--- src/rtl/fpu_mul.sv ---
// fpu_mul: iterative fp16 multiplier (shift-add significands, round-to-nearest-even, FTZ).
// Optional macro FPU_MUL_EARLY_OUT_EN lets special operands bypass MULT/NORM/ROUND.
package fpu_mul_pkg;
    localparam int unsigned EXP_W  = 5;
    localparam int unsigned FRAC_W = 10;

    typedef struct packed {
        logic              sign;
        logic [EXP_W-1:0]  exp;
        logic [FRAC_W-1:0] frac;
    } fp16_t;

    typedef struct packed {
        logic n;
        logic z;
        logic v;
        logic c;
    } condCode_t;

    typedef struct packed {
        logic invalid;
        logic divByZero;
        logic overflow;
        logic underflow;
        logic inexact;
    } opStatusFlag_t;
endpackage

module fpu_mul
    import fpu_mul_pkg::*;
#(
    parameter type FP_T = fp16_t
) (
    input  logic          clock,
    input  logic          reset_n,
    input  logic          start,
    input  FP_T           fpuIn1,
    input  FP_T           fpuIn2,
    output FP_T           fpuOut,
    output logic          done,
    output condCode_t     condCodes,
    output opStatusFlag_t opStatusFlags
);

    localparam int unsigned MANT_W = FRAC_W + 1;
    localparam int unsigned PROD_W = 2 * MANT_W;
    localparam int unsigned SEXP_W = EXP_W + 2;
    localparam int unsigned CNT_W  = $clog2(MANT_W);
    localparam int unsigned BIAS   = (1 << (EXP_W - 1)) - 1;
    localparam logic signed [SEXP_W-1:0] EXP_MAX = SEXP_W'((1 << EXP_W) - 1);
    localparam logic signed [SEXP_W-1:0] EXP_ONE = SEXP_W'(1);

    typedef enum logic [2:0] {IDLE, UNPACK, MULT, NORM, ROUND, DONE} state_t;

    state_t                    state_q;
    FP_T                       a_q;
    FP_T                       b_q;
    logic                      sign_q;
    logic                      nan_q;
    logic                      inf_q;
    logic                      zero_q;
    logic [MANT_W-1:0]         mcand_q;
    logic [MANT_W-1:0]         mplier_q;
    logic [PROD_W-1:0]         acc_q;
    logic [CNT_W-1:0]          cnt_q;
    logic signed [SEXP_W-1:0]  exp_q;
    logic [MANT_W-1:0]         mant_q;
    logic                      guard_q;
    logic                      sticky_q;
    logic                      inexact_q;

    // Operand classification on the captured inputs
    logic a_zero_c, b_zero_c, a_max_c, b_max_c, nan_c, inf_c, zero_c;
    always_comb begin
        a_zero_c = (a_q.exp == '0);
        b_zero_c = (b_q.exp == '0);
        a_max_c  = (a_q.exp == '1);
        b_max_c  = (b_q.exp == '1);
        nan_c    = (a_max_c && a_q.frac != '0) || (b_max_c && b_q.frac != '0);
        inf_c    = (a_max_c && a_q.frac == '0) || (b_max_c && b_q.frac == '0);
        zero_c   = a_zero_c || b_zero_c;
    end

`ifdef FPU_MUL_EARLY_OUT_EN
    logic special_c;
    always_comb begin
        special_c = nan_c || inf_c || zero_c;
    end
`endif

    // One shift-add step: upper half of the accumulator plus optional multiplicand
    logic [MANT_W:0] sum_c;
    always_comb begin
        sum_c = {1'b0, acc_q[PROD_W-1:MANT_W]}
              + (mplier_q[0] ? {1'b0, mcand_q} : (MANT_W + 1)'(0));
    end

    // Nearest-even increment; carry-out lands in the top bit
    logic            round_up_c;
    logic [MANT_W:0] rnd_c;
    always_comb begin
        round_up_c = guard_q & (sticky_q | mant_q[0]);
        rnd_c      = {1'b0, mant_q} + (MANT_W + 1)'(round_up_c);
    end

    // Final result selection in exception priority order
    FP_T           res_c;
    opStatusFlag_t flags_c;
    always_comb begin
        res_c   = '0;
        flags_c = '0;
        if (nan_q || (inf_q && zero_q)) begin
            res_c.exp             = '1;
            res_c.frac[FRAC_W-1]  = 1'b1;
            flags_c.invalid       = !nan_q;
        end else if (inf_q) begin
            res_c.sign = sign_q;
            res_c.exp  = '1;
        end else if (zero_q) begin
            res_c.sign = sign_q;
        end else if (exp_q >= EXP_MAX) begin
            res_c.sign       = sign_q;
            res_c.exp        = '1;
            flags_c.overflow = 1'b1;
            flags_c.inexact  = 1'b1;
        end else if (exp_q <= SEXP_W'(0)) begin
            res_c.sign        = sign_q;
            flags_c.underflow = 1'b1;
            flags_c.inexact   = 1'b1;
        end else begin
            res_c.sign      = sign_q;
            res_c.exp       = exp_q[EXP_W-1:0];
            res_c.frac      = mant_q[FRAC_W-1:0];
            flags_c.inexact = inexact_q;
        end
    end

    always_ff @(posedge clock or negedge reset_n) begin
        if (!reset_n) begin
            state_q       <= IDLE;
            a_q           <= '0;
            b_q           <= '0;
            sign_q        <= 1'b0;
            nan_q         <= 1'b0;
            inf_q         <= 1'b0;
            zero_q        <= 1'b0;
            mcand_q       <= '0;
            mplier_q      <= '0;
            acc_q         <= '0;
            cnt_q         <= '0;
            exp_q         <= '0;
            mant_q        <= '0;
            guard_q       <= 1'b0;
            sticky_q      <= 1'b0;
            inexact_q     <= 1'b0;
            fpuOut        <= '0;
            done          <= 1'b0;
            condCodes     <= '0;
            opStatusFlags <= '0;
        end else begin
            done <= 1'b0;
            unique case (state_q)
                IDLE: begin
                    if (start) begin
                        a_q     <= fpuIn1;
                        b_q     <= fpuIn2;
                        state_q <= UNPACK;
                    end
                end
                UNPACK: begin
                    sign_q    <= a_q.sign ^ b_q.sign;
                    nan_q     <= nan_c;
                    inf_q     <= inf_c;
                    zero_q    <= zero_c;
                    mcand_q   <= {1'b1, a_q.frac};
                    mplier_q  <= {1'b1, b_q.frac};
                    acc_q     <= '0;
                    cnt_q     <= CNT_W'(MANT_W - 1);
                    inexact_q <= 1'b0;
                    exp_q     <= $signed(SEXP_W'(a_q.exp) + SEXP_W'(b_q.exp) - SEXP_W'(BIAS));
`ifdef FPU_MUL_EARLY_OUT_EN
                    state_q   <= special_c ? DONE : MULT;
`else
                    state_q   <= MULT;
`endif
                end
                MULT: begin
                    acc_q    <= {sum_c, acc_q[MANT_W-1:1]};
                    mplier_q <= mplier_q >> 1;
                    cnt_q    <= cnt_q - CNT_W'(1);
                    if (cnt_q == '0) begin
                        state_q <= NORM;
                    end
                end
                NORM: begin
                    // Product in [2,4) keeps one more bit of the top half
                    if (acc_q[PROD_W-1]) begin
                        mant_q   <= acc_q[PROD_W-1 -: MANT_W];
                        guard_q  <= acc_q[MANT_W-1];
                        sticky_q <= |acc_q[MANT_W-2:0];
                        exp_q    <= exp_q + EXP_ONE;
                    end else begin
                        mant_q   <= acc_q[PROD_W-2 -: MANT_W];
                        guard_q  <= acc_q[MANT_W-2];
                        sticky_q <= |acc_q[MANT_W-3:0];
                    end
                    state_q <= ROUND;
                end
                ROUND: begin
                    if (rnd_c[MANT_W]) begin
                        mant_q <= rnd_c[MANT_W:1];
                        exp_q  <= exp_q + EXP_ONE;
                    end else begin
                        mant_q <= rnd_c[MANT_W-1:0];
                    end
                    inexact_q <= guard_q | sticky_q;
                    state_q   <= DONE;
                end
                DONE: begin
                    fpuOut        <= res_c;
                    opStatusFlags <= flags_c;
                    condCodes.n   <= res_c.sign;
                    condCodes.z   <= (res_c.exp == '0) && (res_c.frac == '0);
                    condCodes.v   <= 1'b0;
                    condCodes.c   <= 1'b0;
                    done          <= 1'b1;
                    state_q       <= IDLE;
                end
                default: state_q <= IDLE;
            endcase
        end
    end

endmodule
--- config.mk ---
export PLATFORM = sky130hd
export DESIGN_NAME = fpu_mul
export DESIGN_NICKNAME = d
export VERILOG_FILES = /design/src/rtl/fpu_mul.sv
export SDC_FILE = /design/constraint.sdc
export NUM_CORES = 1
export LEC_CHECK = 0
export ABC_CLOCK_PERIOD_IN_PS = 2900
export BUFFER_PORTS_ARGS = -buffer_cell sky130_fd_sc_hd__buf_2
export CAP_MARGIN = 20
export CORE_MARGIN = 1.5
export CORE_UTILIZATION = 60
export CTS_CLUSTER_DIAMETER = 60
export DETAILED_ROUTE_END_ITERATION = 8
export GPL_ROUTABILITY_DRIVEN = 0
export PLACE_DENSITY_LB_ADDON = 0.08
export SKIP_CTS_REPAIR_TIMING = 1
export SYNTH_ARGS = -nofsm -noshare
export SYNTH_HDL_FRONTEND = slang
export SYNTH_SLANG_ARGS = --single-unit
--- constraint.sdc ---
create_clock -name clock -period 2.9 [get_ports clock]
set_clock_uncertainty 0.2 [all_clocks]
set_input_delay 0.87 -clock clock [delete_from_list [all_inputs] [get_ports clock]]
set_output_delay 0.87 -clock clock [all_outputs]
set_load 0.01 [all_outputs]
Word-level counts from Yosys, hierarchy flattened
Index checks and enable logic that the tools add are counted.
{ "op_classes": {"n_mux": 39, "n_reduce_logical": 30, "n_lt_le_gt_ge": 2, "n_addsub": 6, "bitwise_logic": 4, "eq_ne": 11} }
{ "op_table": {"columns": ["cell", "n"], "rows": [
  ["$mux 15", 6],
  ["$pmux 11 s2", 2],
  ["$pmux 22 s2", 1],
  ["$mux 11", 3],
  ["$logic_not 10->1", 3],
  ["$pmux 7 s3", 1],
  ["$mux 10", 2],
  ["$reduce_bool 10->1", 2],
  ["$logic_not 5->1", 3],
  ["$mux 3", 5],
  ["$pmux 3 s5", 1],
  ["$mux 7", 2],
  ["$add 11x1->12", 1],
  ["$add 11x11->12", 1],
  ["$eq 5x5->1 const B", 2],
  ["$mux 1", 10],
  ["$mux 5", 2],
  ["$reduce_or 10->1", 1],
  ["$mux 9", 1],
  ["$reduce_or 9->1", 1],
  ["$ne 2x2->1 const B", 4],
  ["$pmux 4 s2", 1],
  ["$add 7x2->7 const B", 1],
  ["$ge 7x6->1 const B", 1],
  ["21 further kinds", 35]
]} }
{ "word_totals": {"output_inout_bits": 26, "input_bits": 35, "word_cells": 121, "register_bits": 130} }

Logic depth before layout (Yosys ltp)
{ "logic_depth": {"word_depth": 12, "mapped_depth": 10, "ltp_nobuf": 10} }

Least setup slack after synthesis
OpenSTA, ideal clock, no wires.
{ "synth_timing": {"path_type": "register to register", "from": "register mplier_q[0]", "to": "register acc_q[18]", "stages_incl_launch_ff": 11, "n_path_buf": 1, "synth_period_minus_slack_ns": 2.303, "arrival_ns": 2.008, "required_ns": 2.605, "setup_ns": 0.095, "setup_slack_ns": 0.597, "path_cell_list": "dfrtp_1 -> clkbuf_1 -> and2_1 -> ha_1 -> inv_1 -> fa_1 -> nor2b_1 -> o211ai_1 -> a31oi_1 -> nor3_1 -> o31ai_1"} }
{ "synth_between": {"elab_chain_cells": 3} }
{ "synth_rtl": {"columns": ["item", "line", "text"], "rows": [
  ["start, declared", "63", "logic [MANT_W-1:0] mplier_q;"],
  ["start signal, assigned", "176", "mplier_q <= {1'b1, b_q.frac};"],
  ["start signal, assigned", "189", "mplier_q <= mplier_q >> 1;"],
  ["$mux 11", "95", "+ (mplier_q[0] ? {1'b0, mcand_q} : (MANT_W + 1)'(0));"],
  ["$add 11x11->12", "95", null],
  ["$pmux 22 s2", "162", "unique case (state_q)"],
  ["end signal, assigned", "188", "acc_q <= {sum_c, acc_q[MANT_W-1:1]};"],
  ["end, declared", "64", "logic [PROD_W-1:0] acc_q;"]
]} }
Every way passes these cells.
A chain may end at the register's enable or synchronous reset.

Worst setup path in the final report
Ends and elaborated chain as after synthesis.

==> flow_summary.json <==
{
  "track_usage_pct": 26.2,
  "crit_path_start_kind": "flip-flop",
  "slew_violations": 0,
  "yosys-top-cells-area": "dfrtp_1 48%, nand2_1 5.6%, mux2_2 5.2%",
  "avgRoutedWirePerCell_um": 16.6,
  "postSynthCellCount": 655,
  "numCtsBuffers": 17,
  "clk_latency_ns": 0.53,
  "setup_viol": 0,
  "combPwrFrac_pct": 37.4,
  "clkPwrFrac_pct": 24.7,
  "yosys.area.top_type": "dfrtp_1",
  "cts.path.max_buffers": 2,
  "yosys_most_used_dff": "dfrtp_1",
  "clockRootBuffer": "clkbuf_8",
  "crit_type": "flip-flop to flip-flop",
  "grt_pass1_wl_um": 23900,
  "yosys.area.top_type_share_pct": 48.3,
  "peakVddDrop_uv": 583,
  "tns_ns": 0,
  "via_per_inst": 6.06,
  "first_iter_violations": 384,
  "cts_tree": "built",
  "drive_above_1_share_pct": 19.6,
  "power_leakage_nw": 3.51,
  "rsz0062_at_grt": "no",
  "rr_startpoint": "mplier_q[0]$_DFFE_PN0P_",
  "dp_hpwl_um": 9700,
  "rr_worst_depth": 9,
  "reg2reg_slack_ns": 0.42,
  "synth_edf_count": 0,
  "finalHoldViolCount": 0,
  "required_ns": 3.13,
  "start_util_pct": 61.8,
  "clock_sinks": 130,
  "core_region_area_um2": 10900,
  "fill_cells": 834,
  "syn_avg_cell_area_um2": 10.3,
  "relSlewSlack_pct": 45.9,
  "synth_area_um2": 6730,
  "yosysMostFrequentCell": "dfrtp_1",
  "power_switching_mw": 3.42,
  "maxCapViolCount": 0,
  "cp_max_fo": 12,
  "antenna_found_initial": 0,
  "ant_nets": 0,
  "rows": 38,
  "clk_pin_slew_ns": 0.06,
  "crit_arrival_ns": 2.71,
  "pin_count": 61,
  "drc": 0,
  "critPathCaptureType": "flip-flop",
  "power_density_nw_per_um2": 1160,
  "grt_max_degree": 131,
  "num_antenna_cells": 0,
  "ys_ff_latch": 130,
  "routed_wl_um": 14200,
  "cts_htree_levels": 4,
  "async_flop_share_pct": 100,
  "grt_overflow_total": 0,
  "period_minus_slack_ns": 2.48,
  "die_area_um2": 11900,
  "max_freq_mhz": 403,
  "post-route-util_pct": 70.4,
  "synth_top_cells_by_count": "130 x dfrtp_1, 101 x nand2_1, 33 x o21ai_0",
  "vias": 5182,
  "synth_cell_types": 70,
  "tightest_slew_ns": 0.811,
  "num-nets-final": 766,
  "yosys_warnings": 0,
  "period_share_pct": 85.6,
  "p_int_mw": 5.49,
  "portBuffers": 57,
  "r2r-end": "acc_q[18]$_DFFE_PN0P_",
  "drtPass1Iterations": 5,
  "grt_pass1_vias": 5032,
  "switching_share_pct": 38.4,
  "status": "completed",
  "setup.worst_path.end": "acc_q[18]$_DFFE_PN0P_",
  "seq_power_share_pct": 37.9,
  "area_delta_synth_final_pct": 13.9,
  "die_w_um": 109,
  "die_y_um": 109,
  "worstSetupStartpoint": "mplier_q[0]$_DFFE_PN0P_",
  "hold_class": "primary input to asynchronous set/reset pin",
  "synth-seq-area-share_pct": 48.3
}
-- state kept, by name (all words and copies together) (netlist names) --
signal         count
fpuOut            15
done               1
guard_q            1
b_q               16
inexact_q          1
sign_q             1
sticky_q           1
mcand_q           11
zero_q             1
mant_q            11
state_q            3
opStatusFlags      4
condCodes          2
exp_q              7
nan_q              1
cnt_q              4
inf_q              1
a_q               16
mplier_q          11
acc_q             22
-- power groups by stage --
stage | Combinational (mW) | Sequential [mW] | Clock, mW
3_3_place_gp | 3.18 | 3.35 | 0
5_1_grt | 3.77 | 3.51 | 2.30
4_1_cts | 3.36 | 3.37 | 2.23
3_5_place_dp | 3.30 | 3.39 | 0
2_1_floorplan | 2.75 | 3.09 | 0
6_report | 3.33 | 3.38 | 2.20
-- area by class of cell --
class	instances	area, µm²	share of cell area [%]
inverter	23	86.3	1.13
clock inverter	10	158	2.06
multi-input combinational	467	3190	41.6
clock buffer	21	449	5.86
sequential	130	3250	42.4
tap	140	175	2.29
timing repair buffer	64	353	4.60
-- cell usage in the layout (no fill, tap or decap), types with 5 or more instances in the layout --
| cell type | netlist | final |
|---|---|---|
| nor4_1 | 10 | 10 |
| nor3_1 | 13 | 13 |
| nand2b_1 | 6 | 6 |
| inv_1 | 21 | 21 |
| and3_1 | 8 | 8 |
| mux2_2 | 31 | 31 |
| o21ai_0 | 33 | 33 |
| a22o_1 | 21 | 21 |
| a211oi_1 | 5 | 5 |
| nor2_1 | 27 | 27 |
| nand3_1 | 17 | 17 |
| o31ai_1 | 6 | 6 |
| a31oi_1 | 8 | 8 |
| buf_2 | 19 | 56 |
| ha_1 | 26 | 26 |
| a21oi_1 | 25 | 25 |
| o21a_1 | 6 | 6 |
| dfrtp_1 | 130 | 130 |
| nand4_1 | 6 | 6 |
| a22oi_1 | 16 | 16 |
| nand2_1 | 101 | 101 |
| o22ai_1 | 8 | 8 |
| mux2i_1 | 12 | 12 |
| buf_4 | 8 | 7 |
| xnor2_1 | 5 | 5 |
| and2_1 | 12 | 12 |
| clkbuf_16 | 0 | 16 |
| xor2_1 | 5 | 5 |
-- critical path: stages, from the launching register on --
cell and delay [ns]:
dfrtp_1 0.47, and2_1 0.17, ha_1 0.19, inv_1 0.07, fa_1 0.40, nor2b_1 0.15, o211ai_1 0.11, a31oi_1 0.30
nor3_1 0.08, o31ai_1 0.24
-- per-layer routing --
layer | share of wire [%] | global-route usage (%)
met2 | 50 | 44.1
met1 | 43 | 33.5
met5 | 0 | 0
met4 | 1.7 | 9.96
met3 | 4.6 | 5.14
-- cells by family (layout without fill, tap and decap cells) --
family,after synthesis,after routing,synth area share [%]
AND/OR/NAND/NOR,222,222,16.9
buffers and inverters,60,118,4.37
AO/OA/AOI/OAI,161,161,16.6
XOR/XNOR,10,10,1.30
multiplexers,43,43,6.97
adder cells (fa/ha/maj),28,28,5.43
other,1,3,0.0557
flip-flops,130,130,48.3
-- how the worst min path moves through the flow --
| stage | startpoint | endpoint |
|---|---|---|
| floorplan | mcand_q[10]$_DFFE_PN0P_ | mcand_q[10]$_DFFE_PN0P_ |
| global placement | mcand_q[10]$_DFFE_PN0P_ | mcand_q[10]$_DFFE_PN0P_ |
| detailed placement | mcand_q[10]$_DFFE_PN0P_ | mcand_q[10]$_DFFE_PN0P_ |
| CTS | reset_n | mant_q[2]$_DFFE_PN0N_ |
| global route | mcand_q[10]$_DFFE_PN0P_ | mcand_q[10]$_DFFE_PN0P_ |
| finish | reset_n | mant_q[5]$_DFFE_PN0N_ |
-- per-stage QoR --
step / cells / power [mW] / instance area, µm² / hold slack (ns) / worst slack, ns
2_1_floorplan: 657 / 5.84 / 6740 / 0.225 / 0.597
3_3_place_gp: 824 / 6.53 / 7060 / 0.249 / 0.535
3_5_place_dp: 824 / 6.70 / 7060 / 0.249 / 0.444
4_1_cts: 855 / 8.96 / 7660 / 0.264 / 0.411
5_1_grt: 855 / 9.57 / 7660 / 0.274 / 0.173
6_report: 855 / 8.90 / 7660 / 0.214 / 0.418
No activity file was read; power rests on OpenSTA's default activity.
